### src/rtl/serial_alu_seq_if.sv
// Handshake and operand/result bundle between a control FSM (master) and the
// digit-serial ALU sequencer (slave).
interface serial_alu_seq_if #(
    parameter int WORD_W = 32
);
    logic              start;
    logic [2:0]        op;
    logic              b_imm;
    logic [WORD_W-1:0] a;
    logic [WORD_W-1:0] b;
    logic              busy;
    logic              done;
    logic [WORD_W-1:0] result;
    logic              carry;
    logic              overflow;
    logic              zero;

    modport master (
        output start, op, b_imm, a, b,
        input  busy, done, result, carry, overflow, zero
    );

    modport slave (
        input  start, op, b_imm, a, b,
        output busy, done, result, carry, overflow, zero
    );
endinterface

### src/rtl/serial_alu_seq.sv
// Digit-serial integer ALU: one WORD_W operation processed DIGIT_W bits per
// cycle, LSB digit first, behind a start/busy/done handshake.
//
//   state  | meaning
//   -------+------------------------------------------------------------
//   S_IDLE | waiting for start; result/flags hold the last operation
//   S_RUN  | one digit per edge; final digit sets flags, pulses done
module serial_alu_seq #(
    parameter int WORD_W  = 32,
    parameter int DIGIT_W = 4
) (
    input  logic           clk,
    input  logic           rst_n,
    serial_alu_seq_if.slave bus
);
    localparam int NDIGITS = WORD_W / DIGIT_W;
    localparam int CNT_W   = (NDIGITS > 1) ? $clog2(NDIGITS) : 1;

    typedef enum logic {S_IDLE, S_RUN} state_e;
    typedef enum logic [2:0] {
        OP_ADD, OP_SUB, OP_AND, OP_OR, OP_XOR, OP_SLT, OP_SLTU, OP_PASSB
    } op_e;

    state_e             state_q, state_d;
    op_e                op_q, op_d;
    logic [WORD_W-1:0]  a_q, a_d;
    logic [WORD_W-1:0]  b_q, b_d;
    logic               c_q, c_d;
    logic [CNT_W-1:0]   cnt_q, cnt_d;
    logic [WORD_W-1:0]  res_q, res_d;
    logic               carry_q, carry_d;
    logic               ovf_q, ovf_d;
    logic               zero_q, zero_d;
    logic               done_q, done_d;

    logic [DIGIT_W-1:0] a_dig, b_dig, r_dig;
    logic [DIGIT_W:0]   sum;
    logic [WORD_W-1:0]  b_ext;
    logic               is_arith, is_sub, last, ovf_dig;

    always_ff @(posedge clk or negedge rst_n) begin
        if (!rst_n) begin
            state_q <= S_IDLE;
            op_q    <= OP_ADD;
            a_q     <= '0;
            b_q     <= '0;
            c_q     <= 1'b0;
            cnt_q   <= '0;
            res_q   <= '0;
            carry_q <= 1'b0;
            ovf_q   <= 1'b0;
            zero_q  <= 1'b0;
            done_q  <= 1'b0;
        end else begin
            state_q <= state_d;
            op_q    <= op_d;
            a_q     <= a_d;
            b_q     <= b_d;
            c_q     <= c_d;
            cnt_q   <= cnt_d;
            res_q   <= res_d;
            carry_q <= carry_d;
            ovf_q   <= ovf_d;
            zero_q  <= zero_d;
            done_q  <= done_d;
        end
    end

    always_comb begin
        state_d = state_q;
        op_d    = op_q;
        a_d     = a_q;
        b_d     = b_q;
        c_d     = c_q;
        cnt_d   = cnt_q;
        res_d   = res_q;
        carry_d = carry_q;
        ovf_d   = ovf_q;
        zero_d  = zero_q;
        done_d  = 1'b0;

        a_dig = '0;
        b_dig = '0;
        for (int i = 0; i < NDIGITS; i++) begin
            if (cnt_q == CNT_W'(i)) begin
                a_dig = a_q[i*DIGIT_W +: DIGIT_W];
                b_dig = b_q[i*DIGIT_W +: DIGIT_W];
            end
        end

        // b_q already holds ~b for subtract-type ops, so one adder serves all
        sum      = {1'b0, a_dig} + {1'b0, b_dig} + {{DIGIT_W{1'b0}}, c_q};
        is_arith = (op_q == OP_ADD) || (op_q == OP_SUB) ||
                   (op_q == OP_SLT) || (op_q == OP_SLTU);
        last     = (cnt_q == CNT_W'(NDIGITS - 1));
        ovf_dig  = (a_dig[DIGIT_W-1] == b_dig[DIGIT_W-1]) &&
                   (sum[DIGIT_W-1] != a_dig[DIGIT_W-1]);

        case (op_q)
            OP_AND:   r_dig = a_dig & b_dig;
            OP_OR:    r_dig = a_dig | b_dig;
            OP_XOR:   r_dig = a_dig ^ b_dig;
            OP_PASSB: r_dig = b_dig;
            default:  r_dig = sum[DIGIT_W-1:0];
        endcase

        b_ext  = {{(WORD_W-12){bus.b[11]}}, bus.b[11:0]};
        is_sub = (bus.op == 3'd1) || (bus.op == 3'd5) || (bus.op == 3'd6);

        case (state_q)
            S_IDLE: begin
                if (bus.start) begin
                    op_d    = op_e'(bus.op);
                    a_d     = bus.a;
                    b_d     = bus.b_imm ? b_ext : bus.b;
                    if (is_sub) b_d = ~b_d;
                    c_d     = is_sub;
                    cnt_d   = '0;
                    res_d   = '0;
                    carry_d = 1'b0;
                    ovf_d   = 1'b0;
                    zero_d  = 1'b0;
                    state_d = S_RUN;
                end
            end
            S_RUN: begin
                for (int i = 0; i < NDIGITS; i++) begin
                    if (cnt_q == CNT_W'(i)) res_d[i*DIGIT_W +: DIGIT_W] = r_dig;
                end
                if (is_arith) c_d = sum[DIGIT_W];
                cnt_d = cnt_q + CNT_W'(1);
                if (last) begin
                    carry_d = is_arith && sum[DIGIT_W];
                    ovf_d   = ((op_q == OP_ADD) || (op_q == OP_SUB) ||
                               (op_q == OP_SLT)) && ovf_dig;
                    if (op_q == OP_SLT) begin
                        res_d    = '0;
                        res_d[0] = sum[DIGIT_W-1] ^ ovf_dig;
                    end else if (op_q == OP_SLTU) begin
                        res_d    = '0;
                        res_d[0] = ~sum[DIGIT_W];
                    end
                    zero_d  = (res_d == '0);
                    done_d  = 1'b1;
                    cnt_d   = '0;
                    state_d = S_IDLE;
                end
            end
            default: state_d = S_IDLE;
        endcase
    end

    assign bus.busy     = (state_q == S_RUN);
    assign bus.done     = done_q;
    assign bus.result   = res_q;
    assign bus.carry    = carry_q;
    assign bus.overflow = ovf_q;
    assign bus.zero     = zero_q;
endmodule

### src/flat_wrapper.sv
// flat-port wrapper written by rule: the top's interface ports become plain ports
module serial_alu_seq_flat 
#(
    parameter int WORD_W  = 32,
    parameter int DIGIT_W = 4
)
  (clk, rst_n, bus_start, bus_op, bus_b_imm, bus_a, bus_b, bus_busy, bus_done, bus_result, bus_carry, bus_overflow, bus_zero);
  serial_alu_seq_if #(.WORD_W(WORD_W)) bus_i ();
  input  logic clk;
  input  logic rst_n;
  input wire logic [$bits(bus_i.start)-1:0] bus_start;
  input wire logic [$bits(bus_i.op)-1:0] bus_op;
  input wire logic [$bits(bus_i.b_imm)-1:0] bus_b_imm;
  input wire logic [$bits(bus_i.a)-1:0] bus_a;
  input wire logic [$bits(bus_i.b)-1:0] bus_b;
  output wire logic [$bits(bus_i.busy)-1:0] bus_busy;
  output wire logic [$bits(bus_i.done)-1:0] bus_done;
  output wire logic [$bits(bus_i.result)-1:0] bus_result;
  output wire logic [$bits(bus_i.carry)-1:0] bus_carry;
  output wire logic [$bits(bus_i.overflow)-1:0] bus_overflow;
  output wire logic [$bits(bus_i.zero)-1:0] bus_zero;
  assign bus_i.start = bus_start;
  assign bus_i.op = bus_op;
  assign bus_i.b_imm = bus_b_imm;
  assign bus_i.a = bus_a;
  assign bus_i.b = bus_b;
  assign bus_busy = bus_i.busy;
  assign bus_done = bus_i.done;
  assign bus_result = bus_i.result;
  assign bus_carry = bus_i.carry;
  assign bus_overflow = bus_i.overflow;
  assign bus_zero = bus_i.zero;
  serial_alu_seq #(.WORD_W(WORD_W), .DIGIT_W(DIGIT_W)) u_core (.clk(clk), .rst_n(rst_n), .bus(bus_i));
endmodule
### config.mk
export PLATFORM = sky130hd
export DESIGN_NAME = serial_alu_seq_flat
export DESIGN_NICKNAME = d
export VERILOG_FILES = /design/src/rtl/serial_alu_seq_if.sv /design/src/rtl/serial_alu_seq.sv /design/src/flat_wrapper.sv
export SDC_FILE = /design/constraint.sdc
export NUM_CORES = 1
export LEC_CHECK = 0
export BUFFER_PORTS_ARGS = -buffer_cell sky130_fd_sc_hd__clkbuf_2
export CELL_PAD_IN_SITES_DETAIL_PLACEMENT = 0
export CELL_PAD_IN_SITES_GLOBAL_PLACEMENT = 1
export CORE_MARGIN = 4
export CORE_UTILIZATION = 38
export CTS_CLUSTER_DIAMETER = 30
export DETAILED_ROUTE_END_ITERATION = 12
export GPL_TIMING_DRIVEN = 0
export PLACE_DENSITY_LB_ADDON = 0.2
export RECOVER_POWER = 100
export SYNTH_ARGS = -nofsm -noshare
export SYNTH_HDL_FRONTEND = slang
export SYNTH_SLANG_ARGS = --single-unit
export TNS_END_PERCENT = 20
### constraint.sdc
create_clock -name clk -period 4.65 [get_ports clk]
set_clock_uncertainty 0.15 [all_clocks]
set_input_delay 0.465 -clock clk [delete_from_list [all_inputs] [get_ports clk]]
set_output_delay 0.465 -clock clk [all_outputs]
set_load 0.02 [all_outputs]
==> results of run 1 <==
[path summary, 6_finish.rpt]
path | cells after the start | end | slack [ns] | from
min in group asynchronous | 1 | u_core.bus.result[14]$_DFFE_PN0P_ | 0.79 | rst_n
max in group asynchronous | 1 | u_core.cnt_q[0]$_DFFE_PN0P_ | 1.82 | rst_n
worst max register to register | 23 | u_core.bus.result[19]$_DFFE_PN0P_ | 0.05 | u_core.cnt_q[0]$_DFFE_PN0P_
worst min-delay path | 3 | u_core.a_q[17]$_DFFE_PN0P_ | 0.13 | bus_a[17]
worst min register to register | 2 | u_core.a_q[2]$_DFFE_PN0P_ | 0.33 | u_core.a_q[2]$_DFFE_PN0P_
worst max-delay path | 23 | u_core.bus.result[19]$_DFFE_PN0P_ | 0.05 | u_core.cnt_q[0]$_DFFE_PN0P_
[flip-flops by register name, summed over array words and instances (netlist names)]
name and cells:
u_core.c_q 1, u_core.bus.done 1, u_core.bus.zero 1, u_core.cnt_q 3
u_core.bus.carry 1, u_core.bus.result 32, u_core.b_q 32, u_core.bus.busy 1
u_core.a_q 32, u_core.bus.overflow 1, u_core.op_q 3
[kinds of logic after synthesis]
kind of cell	Yosys count	share of synthesized area, %
simple gates	276	20.0
xor+xnor	35	5.01
flops	108	44.2
buf+inv	70	4.58
fa+ha+maj	17	3.85
compound gates	197	20.2
mux	12	2.09
[synth_stat cells (2+ instances only)]
cell type / instances / share of area, %
nand2_1: 179 / 11
dfrtp_1: 108 / 44
a21oi_1: 44 / 3.6
o21ai_0: 42 / 3.4
o21ai_1: 42 / 3.4
clkbuf_1: 30 / 1.8
inv_1: 23 / 1.4
xnor2_1: 23 / 3.3
nor2_1: 21 / 1.3
nor2b_1: 19 / 1.9
buf_2: 14 / 1.1
ha_1: 14 / 2.9
a22o_1: 12 / 1.7
xor2_1: 12 / 1.7
nor3_1: 10 / 0.82
nand2b_1: 9 / 0.92
nor4_1: 9 / 0.92
nand3_1: 7 / 0.57
a221oi_1: 6 / 0.86
a22oi_1: 6 / 0.74
and2_1: 6 / 0.61
mux2_2: 6 / 1.1
mux2i_1: 6 / 0.98
a211oi_1: 5 / 0.61
a31oi_1: 4 / 0.41
nand3b_1: 4 / 0.49
o211ai_1: 4 / 0.49
o31a_1: 4 / 0.57
buf_1: 3 / 0.18
fa_1: 3 / 0.98
o32ai_1: 3 / 0.43
a21o_1: 2 / 0.25
a221o_1: 2 / 0.33
a311oi_1: 2 / 0.29
o21a_1: 2 / 0.25
o221ai_1: 2 / 0.29
o22ai_1: 2 / 0.20
o31ai_1: 2 / 0.25
o31ai_2: 2 / 0.41
or2_1: 2 / 0.20
[cell type report]
cell class	instances	area, um2	share of cell area (%)
Clock buffer	11	243	3.17
Buffer	45	294	3.84
Multi-Input combinational cell	537	3350	43.8
Timing Repair Buffer	125	637	8.32
Sequential cell	108	2710	35.3
Clock inverter	5	66.3	0.867
Inverter	23	88.8	1.16
Tap cell	216	270	3.53
[power breakdown]
part	switching, mW	internal [mW]
Clock	0.376	0.440
Combinational	2.49	1.78
Sequential	0.338	1.34
Total	3.21	3.56
[layout by cell type, fill, tap and decap left out, types with 3 or more instances in the layout]
cell type,Yosys,final
xnor2_1,23,23
o31a_1,4,4
buf_6,0,3
xor2_1,12,12
ha_1,14,10
nand3b_1,4,4
nor4_1,9,8
buf_2,14,8
clkbuf_1,30,63
clkbuf_2,0,71
a21oi_1,44,41
a211oi_1,5,5
buf_4,0,17
mux2i_1,6,4
nor2_1,21,20
clkbuf_16,0,11
and2_1,6,6
nor2b_1,19,15
a22oi_1,6,5
o21ai_0,42,45
a22o_1,12,12
a21oi_2,0,3
inv_1,23,18
nand3_1,7,4
nand2_1,179,179
o211ai_1,4,4
mux2_2,6,6
nor3_1,10,9
a221oi_1,6,3
dfrtp_1,108,106
buf_8,0,4
nand2b_1,9,9
inv_2,0,4
nor2b_2,0,3
a31oi_1,4,4
o21ai_2,0,5
ha_4,0,4
o21ai_1,42,34
[metrics by stage]
step,hold WS (ns),setup slack (ns),instance area (um2)
2_1_floorplan,0.0194,0.0737,6110
3_3_place_gp,0.306,-0.901,6920
3_5_place_dp,0.312,-0.994,6930
4_1_cts,0.110,-0.0116,7580
5_1_grt,0.134,-0.141,7650
6_report,0.134,0.0491,7650
[routing by layer]
metal  vias to the layer above  wire, um  GRT usage (%)
met4                         0       286           6.11
met5                         -         0              0
met2                       204      8970           34.6
met3                        22      1130           3.24
met1                      2689      8380           28.3
li1                       2734         -              -
[timing repair]
| item | 4_1_cts | 5_1_grt |
|---|---|---|
| pin swaps | 15 | 10 |
| setup endpoints to repair | 34 | 17 |
| setup buffers | 12 | 6 |
| gates resized for setup | 64 | 23 |
[worst max-delay path, cell delays in order, from the launching register on]
cell and delay [ns]:
dfrtp_2 0.46, inv_2 0.08, ha_4 0.17, buf_6 0.11
buf_8 0.12, nor2b_2 0.15, o31a_1 0.30, o211ai_1 0.22
o21ai_2 0.14, a21oi_2 0.17, mux2i_2 0.10, ha_1 0.31
inv_2 0.06, nor2_1 0.04, o21ai_1 0.13, nand2b_1 0.09
fa_2 0.61, inv_2 0.06, o32ai_4 0.27, a311oi_2 0.10
o31ai_4 0.13, buf_4 0.19, nand3_4 0.17, o21ai_1 0.19
==> impl_metrics.ini, run 1 <==
[yosys]
synth-seq-area-share_pct = 44.2
synthCells = 715
synth.distinct_cells = 59
ys_ff_latch = 108
synth_flop_cell = dfrtp_1
yosysWarnings = 0
ys_async_sr_fraction_pct = 100
syn_avg_cell_area_um2 = 8.55
netlist_area_um2 = 6110
synth-edff-count = 0
syn_nets = 803

[routing]
avgRoutedWirePerCell_um = 17.5
drc = 0
drtIter0Drc = 394
viasPerCell = 5.28
vias = 5649
first_pass_iters = 6
wirelength_mm = 18.8
postRouteAntennaNets = 0

[place]
placed_cells = 1038
hpwl_mm = 14.0
gp_congestion = 0.895
io_buffers = 107

[floorplanning]
ios = 108
coreArea_um2 = 15800
rows = 46
initial_core_util_pct = 38.6
die-area_um2 = 18200
die_width_um = 135
dieHeight_um = 135

[global_route]
antenna_found_initial = 0
first_global_vias = 5630
grt.total_usage_pct = 20.8
grt_overflow_total = 0
grt_pass1_wl_mm = 29.8
grt_start_max_net_pins = 109

[timing]
hold_violations = 0
rsz0062_at_grt = true
tightest_slew_ns = 2.69
slew_headroom_pct = -79.2
period_minus_slack_ns = 4.60
drv_slew = 109
period_share_pct = 98.9
setup_violations = 0
max_freq_mhz = 217
finalSetupTns_ns = 0

[clock_network]
htree_levels = 3
clock-sinks = 108
tritoncts = built
ctsHoldBuffers = 0
cts.clk_slew.worst_paths_ns = 0.08
clk_latency_ns = 0.36
cts_root_buf = clkbuf_16
cts_buffers = 9
clockBufferDepth = 2

[outcome]
status = finished, violations left
violations = capacitance limit, slew limit

[finish]
num_antenna_cells = 0
fin_util_pct = 48.3
layout-drive-gt1-share_pct = 20.5
area_growth_pct = 25.2
final_nets = 937
final_cells = 1070
n_fill_cell = 1596

[power_and_ir_drop]
ir_drop_uv = 310
p_leak_nw = 3.47
powerDensity_nw_per_um2 = 884
design_power_total_mw = 6.77

[worst_setup_path]
cp.required_ns = 4.79
cp_max_fo = 8
cp-end-kind = register
critPathKind = reg -> reg
worstPathArrival_ns = 4.74
critPathLaunchType = register

[hold_path]
holdCritPathClass = in -> reg

[run]
drv_cap = 1
Note: power is estimated with default switching activity, not from simulation.
==> run 2, diff against run 1 <==
Settings changed: ABC_AREA from default to 1, CORE_UTILIZATION 38 to 37.
==> run 2 against run 1 <==
  * The run still ends with capacitance limit, slew limit left
  * Final cell count rose by 13%
  * Flip-flop and latch count unchanged
  * Sequential power down 4%
  * Sequential share of layout area rose by 0.67 points
  * Highest routed layer unchanged
  * Area after synthesis is 2.7% higher
  * Critical path depth increased by 6
  * Synthesized cell count increased by 19%
==> impl_metrics.ini, run 2 <==
[outcome]
status = finished, violations left
violations = capacitance limit, slew limit

[timing]
hold_ws_ns = 0.153
max_freq_mhz = 232
setup_violations = 0
period_minus_slack_ns = 4.32
period_share_pct = 92.9
slew_headroom_pct = -83.7
hold_violations = 0
rsz0062_at_grt = false
drv_slew = 109
tightest_slew_ns = 2.76

[yosys]
synth-edff-count = 0
synthCells = 848
ys_ff_latch = 108
synth_top_area_share_pct = 43.1
synth_top_area_cell = dfrtp_1
ys_async_sr_fraction_pct = 100
synth-seq-area-share_pct = 43.1
netlist_area_um2 = 6280
synthTopCellsByCount = nand2_1 (293), dfrtp_1 (108), o21ai_0 (105), inv_1 (82), nor2_1 (37)
syn_nets = 936
yosysMostFrequentCell = nand2_1
synth_flop_cell = dfrtp_1
synth_area_leaders = dfrtp_1 (43%), nand2_1 (18%), o21ai_0 (8.4%)
synth.distinct_cells = 35
syn_avg_cell_area_um2 = 7.40
yosysWarnings = 0

[global_route]
first_global_vias = 5481
use_met3_pct = 4.01
gr-usage-met2_pct = 28.9
antenna_found_initial = 0
grt_overflow_total = 0
grt_start_max_net_pins = 109
top_usage_layer = met2
grt.total_usage_pct = 19.2
grt_pass1_wl_mm = 29.1
grt_use_met1_pct = 27.9

[finish]
layout-drive-gt1-share_pct = 15.3
fin_util_pct = 45.2
final_nets = 1067
final_cell_area_um2 = 7500
area_growth_pct = 19.5
n_fill_cell = 1811
mostFrequentLayoutCells = nand2_1 (294), o21ai_0 (109), dfrtp_1 (108)
num_antenna_cells = 0
final_common_cell = nand2_1

[floorplanning]
die-area_um2 = 19100
die_width_um = 138
coreArea_um2 = 16600
rows = 47
dieHeight_um = 138
initial_core_util_pct = 37.9
ios = 108

[worst_setup_path]
cp_max_fo = 6
cp.required_ns = 4.80
reg2reg_depth = 29
slowest_stage = fa_1
critPathKind = reg -> reg
cp-end-kind = register
worstPathArrival_ns = 4.47
critPathLaunchType = register
critPathMaxStageDelay_ns = 0.45
crit_top_cell = nand2_1

[place]
io_buffers = 107
gp_congestion = 0.871
place_area_um2 = 7100
hpwl_mm = 13.3

[power_and_ir_drop]
design_power_total_mw = 5.99
p_leak_nw = 3.81
ir_drop_uv = 317
powerDensity_nw_per_um2 = 798

[clock_network]
cts.clk_slew.worst_paths_ns = 0.08
clock-sinks = 108
cts_root_buf = clkbuf_16
tritoncts = built
htree_levels = 3
clockBufferDepth = 2
clk_latency_ns = 0.36
cts_buffers = 9

[routing]
drc = 0
avgRoutedWirePerCell_um = 15.2
first_pass_iters = 4
postRouteAntennaNets = 0
wirelength_mm = 18.3
vias = 5696
viasPerCell = 4.73
drtIter0Drc = 363

[hold_path]
holdPathStages = 3
holdCritPathClass = in -> reg

[run]
drv_cap = 1
==> run 2: cell count changes in the layout (fill, tap and decap cells not counted), moves of 21 or more <==
cell,delta
nand2_1,+115
o21ai_0,+64
xor2_1,+21
a21oi_1,-36
inv_1,+63
xnor2_1,-23
o21ai_1,-24
nand3_1,+31
==> run 2: cells by family after synthesis <==
family,synth area share [%]
DFF,43.1
and+or+nand+nor,26.1
buffers and inverters,8.55
adders and majority gates,3.75
AOI/OAI and AO/OA,13.8
muxes,0.179
xor gates and xnor gates,4.60
==> run 2: final cells by class <==
type                    count  area [um2]  share of cell area (%)
plain buffers              39         198                    2.64
clock buffers              12         246                    3.29
clock inverters             4        25.0                   0.334
inverters                  95         368                    4.90
multi-input cells         606        3100                    41.4
flip-flops and latches    108        2700                    36.0
well taps                 220         275                    3.67
repair buffers            120         583                    7.77
==> run 2: metrics by stage <==
| stage | TNS, ns | worst slack, ns | std cells |
|---|---|---|---|
| 6_report | 0 | 0.331 | 1204 |
| 5_1_grt | 0 | 0.00772 | 1204 |
| 4_1_cts | 0 | 0.00764 | 1195 |
| 3_5_place_dp | -0.632 | -0.448 | 1175 |
| 3_3_place_gp | -0.492 | -0.429 | 1175 |
| 2_1_floorplan | 0 | 0.577 | 848 |
==> run 2: routing by layer <==
layer,vias up,share of wire [%]
li1,2945,-
met1,2590,49
met2,140,44
met3,21,5.4
met4,0,2.0
met5,-,0
==> run 2: what timing repair did <==
action                     in CTS  in global routing
pin swaps                       3                 13
gates resized for setup        13                 25
hold buffers                    0                  0
setup endpoints to repair       8                  1
buffers inserted                4                  9
==> run 2: report_power, final <==
| group | internal, mW | switching (mW) | leakage, nW |
|---|---|---|---|
| registers | 1.36 | 0.259 | 1.36 |
| logic | 1.29 | 2.35 | 2.31 |
| clock network | 0.377 | 0.356 | 0.129 |
==> run 2: path summary, 6_finish.rpt <==
check                                                    end  slack (ns)                         from
max in group asynchronous  u_core.bus.result[27]$_DFFE_PN0P_        1.91                        rst_n
hold / removal                     u_core.a_q[0]$_DFFE_PN0P_        0.15                     bus_a[0]
setup / recovery                 u_core.bus.zero$_DFFE_PN0P_        0.33  u_core.cnt_q[1]$_DFFE_PN0P_
min in group asynchronous          u_core.b_q[3]$_DFFE_PN0P_        0.80                        rst_n
hold reg to reg                    u_core.a_q[9]$_DFFE_PN0P_        0.32    u_core.a_q[9]$_DFFE_PN0P_
setup reg to reg                 u_core.bus.zero$_DFFE_PN0P_        0.33  u_core.cnt_q[1]$_DFFE_PN0P_
==> run 2: critical path, delay by kind of cell (launching register included) <==
kind                     cells  cell delay [ns]
AND/OR/NAND/NOR             14             1.25
AO/OA/AOI/OAI                7             1.03
adder cells (fa/ha/maj)      3             0.91
buffers and inverters        5             0.50
flip-flops                   1             0.39
